`src/rtl/fb_px_arbiter.sv`:
```
// Round-robin sharing of the frame-buffer pixel port between the CPU (port 0) and the
// fill/blit engine (port 1), driving the 4-phase request/ready handshake to the pixel domain.
module fb_px_arbiter #(
   parameter int TIMEOUT_CYCLES = 1023,
   parameter int SYNC_STAGES    = 2
) (
   input  logic        clk,
   input  logic        reset,
   input  logic        r0_req,
   input  logic        r0_write,
   input  logic [15:0] r0_addr,
   input  logic [23:0] r0_wdata,
   output logic        r0_ack,
   output logic        r0_done,
   output logic [23:0] r0_rdata,
   input  logic        r1_req,
   input  logic        r1_write,
   input  logic [15:0] r1_addr,
   input  logic [23:0] r1_wdata,
   output logic        r1_ack,
   output logic        r1_done,
   output logic [23:0] r1_rdata,
   output logic        err,
   output logic        fb_px_request_a,
   output logic        fb_px_write,
   output logic [15:0] fb_px_address,
   output logic [23:0] fb_px_write_data,
   input  logic        fb_px_ready,
   input  logic [23:0] fb_px_read_data
);
   localparam int CNT_W = 10;
   localparam logic [CNT_W-1:0] CNT_LAST = CNT_W'(TIMEOUT_CYCLES - 1);

   typedef enum logic [1:0] {IDLE, REQ, REL, DONE} state_t;

   state_t                 state_q, state_d;
   logic [SYNC_STAGES-1:0] rdy_sync;
   logic                   rdy_s;
   logic                   pick1, grant, cnt_hit, tmo_set, rd_update;
   logic [CNT_W-1:0]       cnt_q;
   logic                   tmo_q, gnt_q, last_grant_q;
   logic [23:0]            hold_q, rd_value;

   assign rdy_s     = rdy_sync[SYNC_STAGES-1];
   // On a tie the port that did not win last time is served.
   assign pick1     = r1_req & (~r0_req | ~last_grant_q);
   assign grant     = (state_q == IDLE) & (r0_req | r1_req);
   assign cnt_hit   = (cnt_q == CNT_LAST);
   assign tmo_set   = cnt_hit & (((state_q == REQ) & ~rdy_s) | ((state_q == REL) & rdy_s));
   assign rd_update = (state_q == REL) & (state_d == DONE) & ~fb_px_write;
   assign rd_value  = (tmo_q | tmo_set) ? 24'd0 : hold_q;

   always_ff @(posedge clk or posedge reset) begin
      if (reset) rdy_sync <= '0;
      else       rdy_sync <= {rdy_sync[SYNC_STAGES-2:0], fb_px_ready};
   end

   always_ff @(posedge clk or posedge reset) begin
      if (reset) state_q <= IDLE;
      else       state_q <= state_d;
   end

   always_comb begin
      state_d = state_q;
      case (state_q)
         IDLE:    if (r0_req | r1_req) state_d = REQ;
         REQ:     if (rdy_s | cnt_hit) state_d = REL;
         REL:     if (~rdy_s | cnt_hit) state_d = DONE;
         default: state_d = IDLE;
      endcase
   end

   always_comb begin
      r0_done = 1'b0;
      r1_done = 1'b0;
      err     = 1'b0;
      if (state_q == DONE) begin
         r0_done = ~gnt_q;
         r1_done = gnt_q;
         err     = tmo_q;
      end
   end

   always_ff @(posedge clk or posedge reset) begin
      if (reset) begin
         cnt_q           <= '0;
         tmo_q           <= 1'b0;
         gnt_q           <= 1'b0;
         last_grant_q    <= 1'b1;
         r0_ack          <= 1'b0;
         r1_ack          <= 1'b0;
         fb_px_request_a <= 1'b0;
         fb_px_write     <= 1'b0;
         fb_px_address   <= '0;
         fb_px_write_data <= '0;
         r0_rdata        <= '0;
         r1_rdata        <= '0;
      end else begin
         r0_ack          <= grant & ~pick1;
         r1_ack          <= grant & pick1;
         fb_px_request_a <= (state_d == REQ);
         // Each handshake phase gets its own timeout window.
         if (state_d != state_q)
            cnt_q <= '0;
         else if ((state_q == REQ) || (state_q == REL))
            cnt_q <= cnt_q + 1'b1;
         if (state_q == DONE)
            tmo_q <= 1'b0;
         else if (tmo_set)
            tmo_q <= 1'b1;
         if (grant) begin
            gnt_q            <= pick1;
            last_grant_q     <= pick1;
            fb_px_write      <= pick1 ? r1_write : r0_write;
            fb_px_address    <= pick1 ? r1_addr : r0_addr;
            fb_px_write_data <= pick1 ? r1_wdata : r0_wdata;
         end
         if (rd_update && !gnt_q) r0_rdata <= rd_value;
         if (rd_update && gnt_q)  r1_rdata <= rd_value;
      end
   end

   // Read data is only guaranteed stable while the synchronised ready is high.
   always_ff @(posedge clk) begin
      if ((state_q == REQ) && rdy_s && !fb_px_write)
         hold_q <= fb_px_read_data;
   end
endmodule

```
`config.mk`:
```
export PLATFORM = sky130hd
export DESIGN_NAME = fb_px_arbiter
export DESIGN_NICKNAME = d
export VERILOG_FILES = /design/src/rtl/fb_px_arbiter.sv
export SDC_FILE = /design/constraint.sdc
export NUM_CORES = 1
export LEC_CHECK = 0
export BUFFER_PORTS_ARGS = -buffer_cell sky130_fd_sc_hd__buf_2
export CELL_PAD_IN_SITES_DETAIL_PLACEMENT = 0
export CELL_PAD_IN_SITES_GLOBAL_PLACEMENT = 2
export CORE_MARGIN = 2
export CORE_UTILIZATION = 30
export DETAILED_ROUTE_END_ITERATION = 16
export PLACE_DENSITY_LB_ADDON = 0.1
export SYNTH_ARGS = -nofsm -noshare
export SYNTH_HDL_FRONTEND = slang
export SYNTH_SLANG_ARGS = --single-unit
```
`constraint.sdc`:
```
create_clock -name clk -period 4.1 [get_ports clk]
set_input_delay 0 -clock clk [delete_from_list [all_inputs] [get_ports clk]]
set_output_delay 0 -clock clk [all_outputs]
set_load 0.005 [all_outputs]
```
## Word-level counts from Yosys, hierarchy flattened

Index checks and enable logic that the tools add are counted.

- Memories: 0
- Bits in latches: 0
- Output and inout bits: 95
- Bits in read-only memories: 0
- Bits in writable memories: 0
- Word-level logic and storage cells: 69
- Bits in registers: 133

- Shifts and indexed selects: 0
- $add $sub $neg: 1
- $mul: 0
- Mux-type cells: 15
- Divide/modulo/power cells: 0
- Bitwise gates (word level): 21
- $lt $le $gt $ge: 0
- Reduce and logical (&&, ||, !) cells: 10
- Eq/ne operators: 7

Operators by type and width:

| operator | count |
|---|---|
| $mux 24 | 2 |
| $mux 10 | 2 |
| $mux 16 | 1 |
| $add 10x1->10 const B | 1 |
| $eq 10x10->1 const B | 1 |
| $and 1x1->1 | 9 |
| $eq 2x2->1 const B | 3 |
| $mux 1 | 6 |
| $mux 2 | 3 |
| $not 1->1 | 6 |
| $or 1x1->1 | 6 |
| $pmux 2 s3 | 1 |
| $eq 2x1->1 const B | 2 |
| $logic_and 1x1->1 | 4 |
| $reduce_bool 2->1 | 2 |
| $logic_not 1->1 | 2 |
| $logic_not 2->1 | 1 |
| $ne 2x2->1 | 1 |
| $logic_or 1x1->1 | 1 |

## Depth between registers and ports, before layout

- Depth in word-level cells: 8
- Mapped depth: 9
- Mapped depth without buffers: 7

## Worst setup path before layout

Ideal clock, no wire load.

- Path type: reg-to-reg
- From: reg state_q[1]
- To: reg hold_q[0] (enable)
- Data arrival time: 1.824 ns
- Slack: 1.871 ns
- Required time: 3.695 ns
- Period minus slack after synthesis: 2.229 ns
- Cell stages (with the launch flop): 5
- Setup time: 0.405 ns
- Buffers on the path: 0
- Cells stage by stage: dfrtp_1 > inv_1 > ha_1 > nand2_1 > nor2_1

- Word-level cells in the longest chain between the ends: 3

Ends and longest elaborated chain:

| item | line | text |
|---|---|---|
| start: declaration | 36 | `state_t state_q, state_d;` |
| start signal: assignment | 60 | `else state_q <= state_d;` |
| $eq 2x1->1 | 125 | `if ((state_q == REQ) && rdy_s && !fb_px_write)` |
| $logic_and 1x1->1 (2 in a row) | 125 |  |
| end signal: assignment | 126 | `hold_q <= fb_px_read_data;` |
| end: declaration | 42 | `logic [23:0] hold_q, rd_value;` |

Every way passes these cells.
A chain may end at the register's enable or synchronous reset.

## Worst setup path after layout

- From: reg state_q[0]
- To: reg fb_px_address[13]

- Word-level cells in the longest chain between the ends: 2

Ends and longest elaborated chain:

| item | line | text |
|---|---|---|
| $logic_not 2->1 | 47 | `assign grant = (state_q == IDLE) & (r0_req \| r1_req);` |
| $and 1x1->1 | 47 |  |
| end signal: assignment | 115 | `fb_px_address <= pick1 ? r1_addr : r0_addr;` |
| end: declaration | 26 | `output logic [15:0] fb_px_address,` |

Every way passes these cells.

==> results.md <==
- In this run the static leakage power is 4.117 nW.
- Cells with a size suffix above 1 make up 33.12% of the layout.
- On the final layout, the worst clock skew is 0.01082 ns.
- The synthesized netlist occupies a cell area of 5259 sq um.
- The most used flip-flop cell after synthesis is sky130_fd_sc_hd__dfrtp_1.
- The switching share of power is 32.81%.
- The count of endpoints failing hold in the final timing report is 0.
- The final weighted congestion of routability-driven global placement is 0.7463.
- The internal cell power is 0.003840 W.
- The die is 136.4 um wide.
- The number of setup buffers added after CTS is 0.
- At the later pin of the worst-skew pair, clock insertion delay measures 0.41 ns.
- When the netlist entered floorplanning its net count stood at 565.
- TritonCTS built the clock tree.
- Yosys instantiated no cell more often than sky130_fd_sc_hd__dfrtp_1.
- During synthesis, Yosys emitted a total of 0 warnings.
- The async set-reset flop share out of synthesis is 81.95%.
- The starting density of the core is 30.51%.
- In the routed design, unresolved DRC markers number 0.
- The die area is 18610 sq um.
- After synthesis, flip-flops and latches occupy 65.60% of the total area.
- The total I/O pin count is 206.
- In this run, flip-flops and latches consume 37.2% of the power.
- The critical path is of the flop to flop type.
- The max-capacitance violation count is 0.
- For the worst setup path, the data required time is 4.45 ns.
- Synthesis inferred 133 register bits.
- Entering global routing, the biggest net connects 79 pins.
- The layout has 1616 filler cells.
- Global routing used 17.47% of the available tracks across all layers.
- In this run the worst path has a maximum fanout of 42.
- The number of clock sinks is 133.
- The floorplan step defined a core boundary enclosing 17240 sq um.
- The detailed router finished its first iteration with 316 violations.
- The arrival time reported for the critical path endpoint is 3.29 ns.
- The area growth from synthesis to layout is 55.89%.
- The total number of vias is 4714.
- Derived from the worst setup path, the maximum achievable clock frequency is 339.7 MHz.
- Setup repair after global routing left no endpoint under its margin.
- Synthesis produced 447 cells.
- Input and output buffers added on the ports amount to 205.
- The routed wire length per instance is 15.91 um.
- The via count of the first global-routing pass was 4906.
- The number of cells in the finished layout apart from fillers is 999.
- Wires add up to 15900 um.
- The first global-routing pass estimated 24870 um of wire.
- The flow ran to the end, and the final reports show no timing, DRC or antenna violations.
- Summed over all layers, the global routing overflow is 0.
- The detail route stage leaves a number of antenna-violating nets equal to 0.
- The peak ir drop on the vdd network is 0.3220 mV.
- The switching power total is 0.001875 W.
- The worst slew margin relative to its limit is 17.39%.
- The floorplan has 48 rows.
- The H-tree depth reported by CTS is 4.
- Sorting the synthesized cells by area gives the leading types as sky130_fd_sc_hd__dfrtp_1 51%, sky130_fd_sc_hd__edfxtp_1 14%, sky130_fd_sc_hd__a222oi_1 7.8%, sky130_fd_sc_hd__nand2_1 5.6%, sky130_fd_sc_hd__inv_1 3.5%.
- In this run, placement finished with an instance count of 858.
- Setup violations remaining at the end of the flow were counted as 0.
- The actual transition at the worst max-transition pin is 1.234 ns.
- By count the netlist is led by 108 x sky130_fd_sc_hd__dfrtp_1, 79 x sky130_fd_sc_hd__nand2_1, 49 x sky130_fd_sc_hd__inv_1.
- The final-report max-slew violation count is 0.
- The total clock buffers created by CTS is 17.
- In this run, the combinational gates consume 37.6% of the power.
- The clock-pin slew reported for the worst setup and hold paths after clock tree synthesis is 0.06 ns.
- For this run, the detailed router's first-pass iteration total came to 8.
- In this run the worst hold path is classified as primary input to flop.
- The tree is rooted in a sky130_fd_sc_hd__clkbuf_16.
- For this design the ratio of total power to cell area is 697.2 nW/um^2.
- The floorplan step set the die height to 136.4 um.
- Once detailed placement completed, the half-perimeter wirelength came to 9805 um.
- The maximum buffer depth of the clock tree is 2.
- The detail-routed via count per cell is 4.719.
- The clock network power share is 25.1%.
- The proportion of netlist area held by the largest area contributor is 51.39%.
- After layout, the minimum clock period comes to 2.944 ns.
- After the last flow step, the layout net total stands at 878.
- Dividing the final minimum period by the clock period gives 71.79%.
- The leading area contributor after synthesis is sky130_fd_sc_hd__dfrtp_1.
- After routing, the total negative slack on setup checks comes to 0 ns.
- The worst setup path is launched from a flop.
- STA classifies the critical path endpoint as a flop.
- The initial antenna violation count is 1.
- Dividing the synthesized area by the synthesized cell count gives 11.76 sq um.
- Counting flops with a built-in enable in the synthesized netlist gives 24.
- The count of cell types in the netlist is 37.
==> area by class of cell <==
class / instances / area (sq um) / area share, %
antenna: 1 / 2.502 / 0.03053
clock buffer: 22 / 485.5 / 5.922
clock inverter: 10 / 80.08 / 0.9768
inverter: 49 / 186.4 / 2.274
multi-input combinational: 241 / 1568 / 19.12
sequential: 133 / 3450 / 42.08
tap: 225 / 281.5 / 3.434
timing repair buffer: 318 / 2145 / 26.16
==> path summary, 6_finish.rpt <==
| path | from | endpoint | slack, ns | depth (start not counted) |
|---|---|---|---|---|
| worst max-delay path | state_q[0]$_DFF_PP0_ | fb_px_address[13]$_DFFE_PP0P_ | 1.16 | 7 |
| worst min-delay path | r0_req | r0_ack$_DFF_PP0_ | 0.13 | 3 |
| worst max register to register | state_q[0]$_DFF_PP0_ | fb_px_address[13]$_DFFE_PP0P_ | 1.16 | 7 |
| worst min register to register | rdy_sync[0]$_DFF_PP0_ | rdy_sync[1]$_DFF_PP0_ | 0.36 | 0 |
| max in group asynchronous | reset | fb_px_address[9]$_DFFE_PP0P_ | 2.67 | 4 |
| min in group asynchronous | reset | r0_ack$_DFF_PP0_ | 0.33 | 3 |
==> flip-flops by register name (all words and copies together), names as in the netlist <==
name              cells
fb_px_write           1
tmo_q                 1
r0_ack                1
fb_px_address        16
fb_px_write_data     24
last_grant_q          1
r0_rdata             24
rdy_sync              2
state_q               2
gnt_q                 1
cnt_q                10
hold_q               24
r1_rdata             24
fb_px_request_a       1
r1_ack                1
==> cells by family after synthesis <==
logic type      share of synthesized area (%)
compound gates                          14.82
xor+xnor                                1.808
fa+ha+maj                               1.665
buf+inv                                 5.353
flops                                   65.60
mux                                    0.2141
simple gates                            10.54
==> what timing repair did <==
item | CTS | global route
hold buffers | 108 | 0
endpoints found under the hold margin | 142 | 0
resized for setup | 0 | 0
==> power by group through the flow <==
| stage | Sequential (W) | Clock, W | Combinational, W |
|---|---|---|---|
| after floorplan | 0.00214 | 0 | 0.000940 |
| after global placement | 0.00213 | 0 | 0.00173 |
| after detailed placement | 0.00213 | 0 | 0.00177 |
| after CTS | 0.00212 | 0.00149 | 0.00216 |
| after global routing | 0.00218 | 0.00154 | 0.00241 |
| final | 0.00213 | 0.00144 | 0.00215 |
==> critical path: stages (launching register included) <==
cell and delay, ns:
sky130_fd_sc_hd__dfrtp_1 0.41, sky130_fd_sc_hd__inv_1 0.19, sky130_fd_sc_hd__ha_1 0.31, sky130_fd_sc_hd__nand2_1 0.12
sky130_fd_sc_hd__a21oi_4 0.84, sky130_fd_sc_hd__a222oi_1 0.28, sky130_fd_sc_hd__dlygate4sd3_1 0.64, sky130_fd_sc_hd__inv_1 0.06
==> metrics by stage <==
step                hold slack [ns]  total power, W  cell area [sq um]  worst slack (ns)  utilization, %
floorplan                   0.03143        0.003083               5259             1.228               -
global placement             0.1092        0.003867               6549             1.564           37.99
detailed placement           0.1131        0.003902               6549             1.487           37.99
CTS                         0.09730        0.005769               8195             1.191           47.55
global route                 0.1514        0.006136               8198            0.8922           47.56
finish                       0.1268        0.005715               8198             1.156           47.56
==> metal layers <==
| metal | part of all wire (%) | GRT usage (%) |
|---|---|---|
| met3 | 6.6 | 4.884 |
| met2 | 51 | 30.12 |
| met1 | 40 | 20.42 |
| met4 | 2.0 | 7.292 |
| met5 | 0 | 0 |
==> placed cells by master, fill, tap and decap left out, types with 16 or more instances in the layout <==
cell type,n
sky130_fd_sc_hd__a222oi_1,41
sky130_fd_sc_hd__buf_2,205
sky130_fd_sc_hd__clkbuf_16,18
sky130_fd_sc_hd__dfrtp_1,108
sky130_fd_sc_hd__dlygate4sd3_1,108
sky130_fd_sc_hd__edfxtp_1,24
sky130_fd_sc_hd__inv_1,48
sky130_fd_sc_hd__nand2_1,79
sky130_fd_sc_hd__o21ai_0,33
sky130_fd_sc_hd__o21ai_1,16
Power figures use the tool's default switching activity.
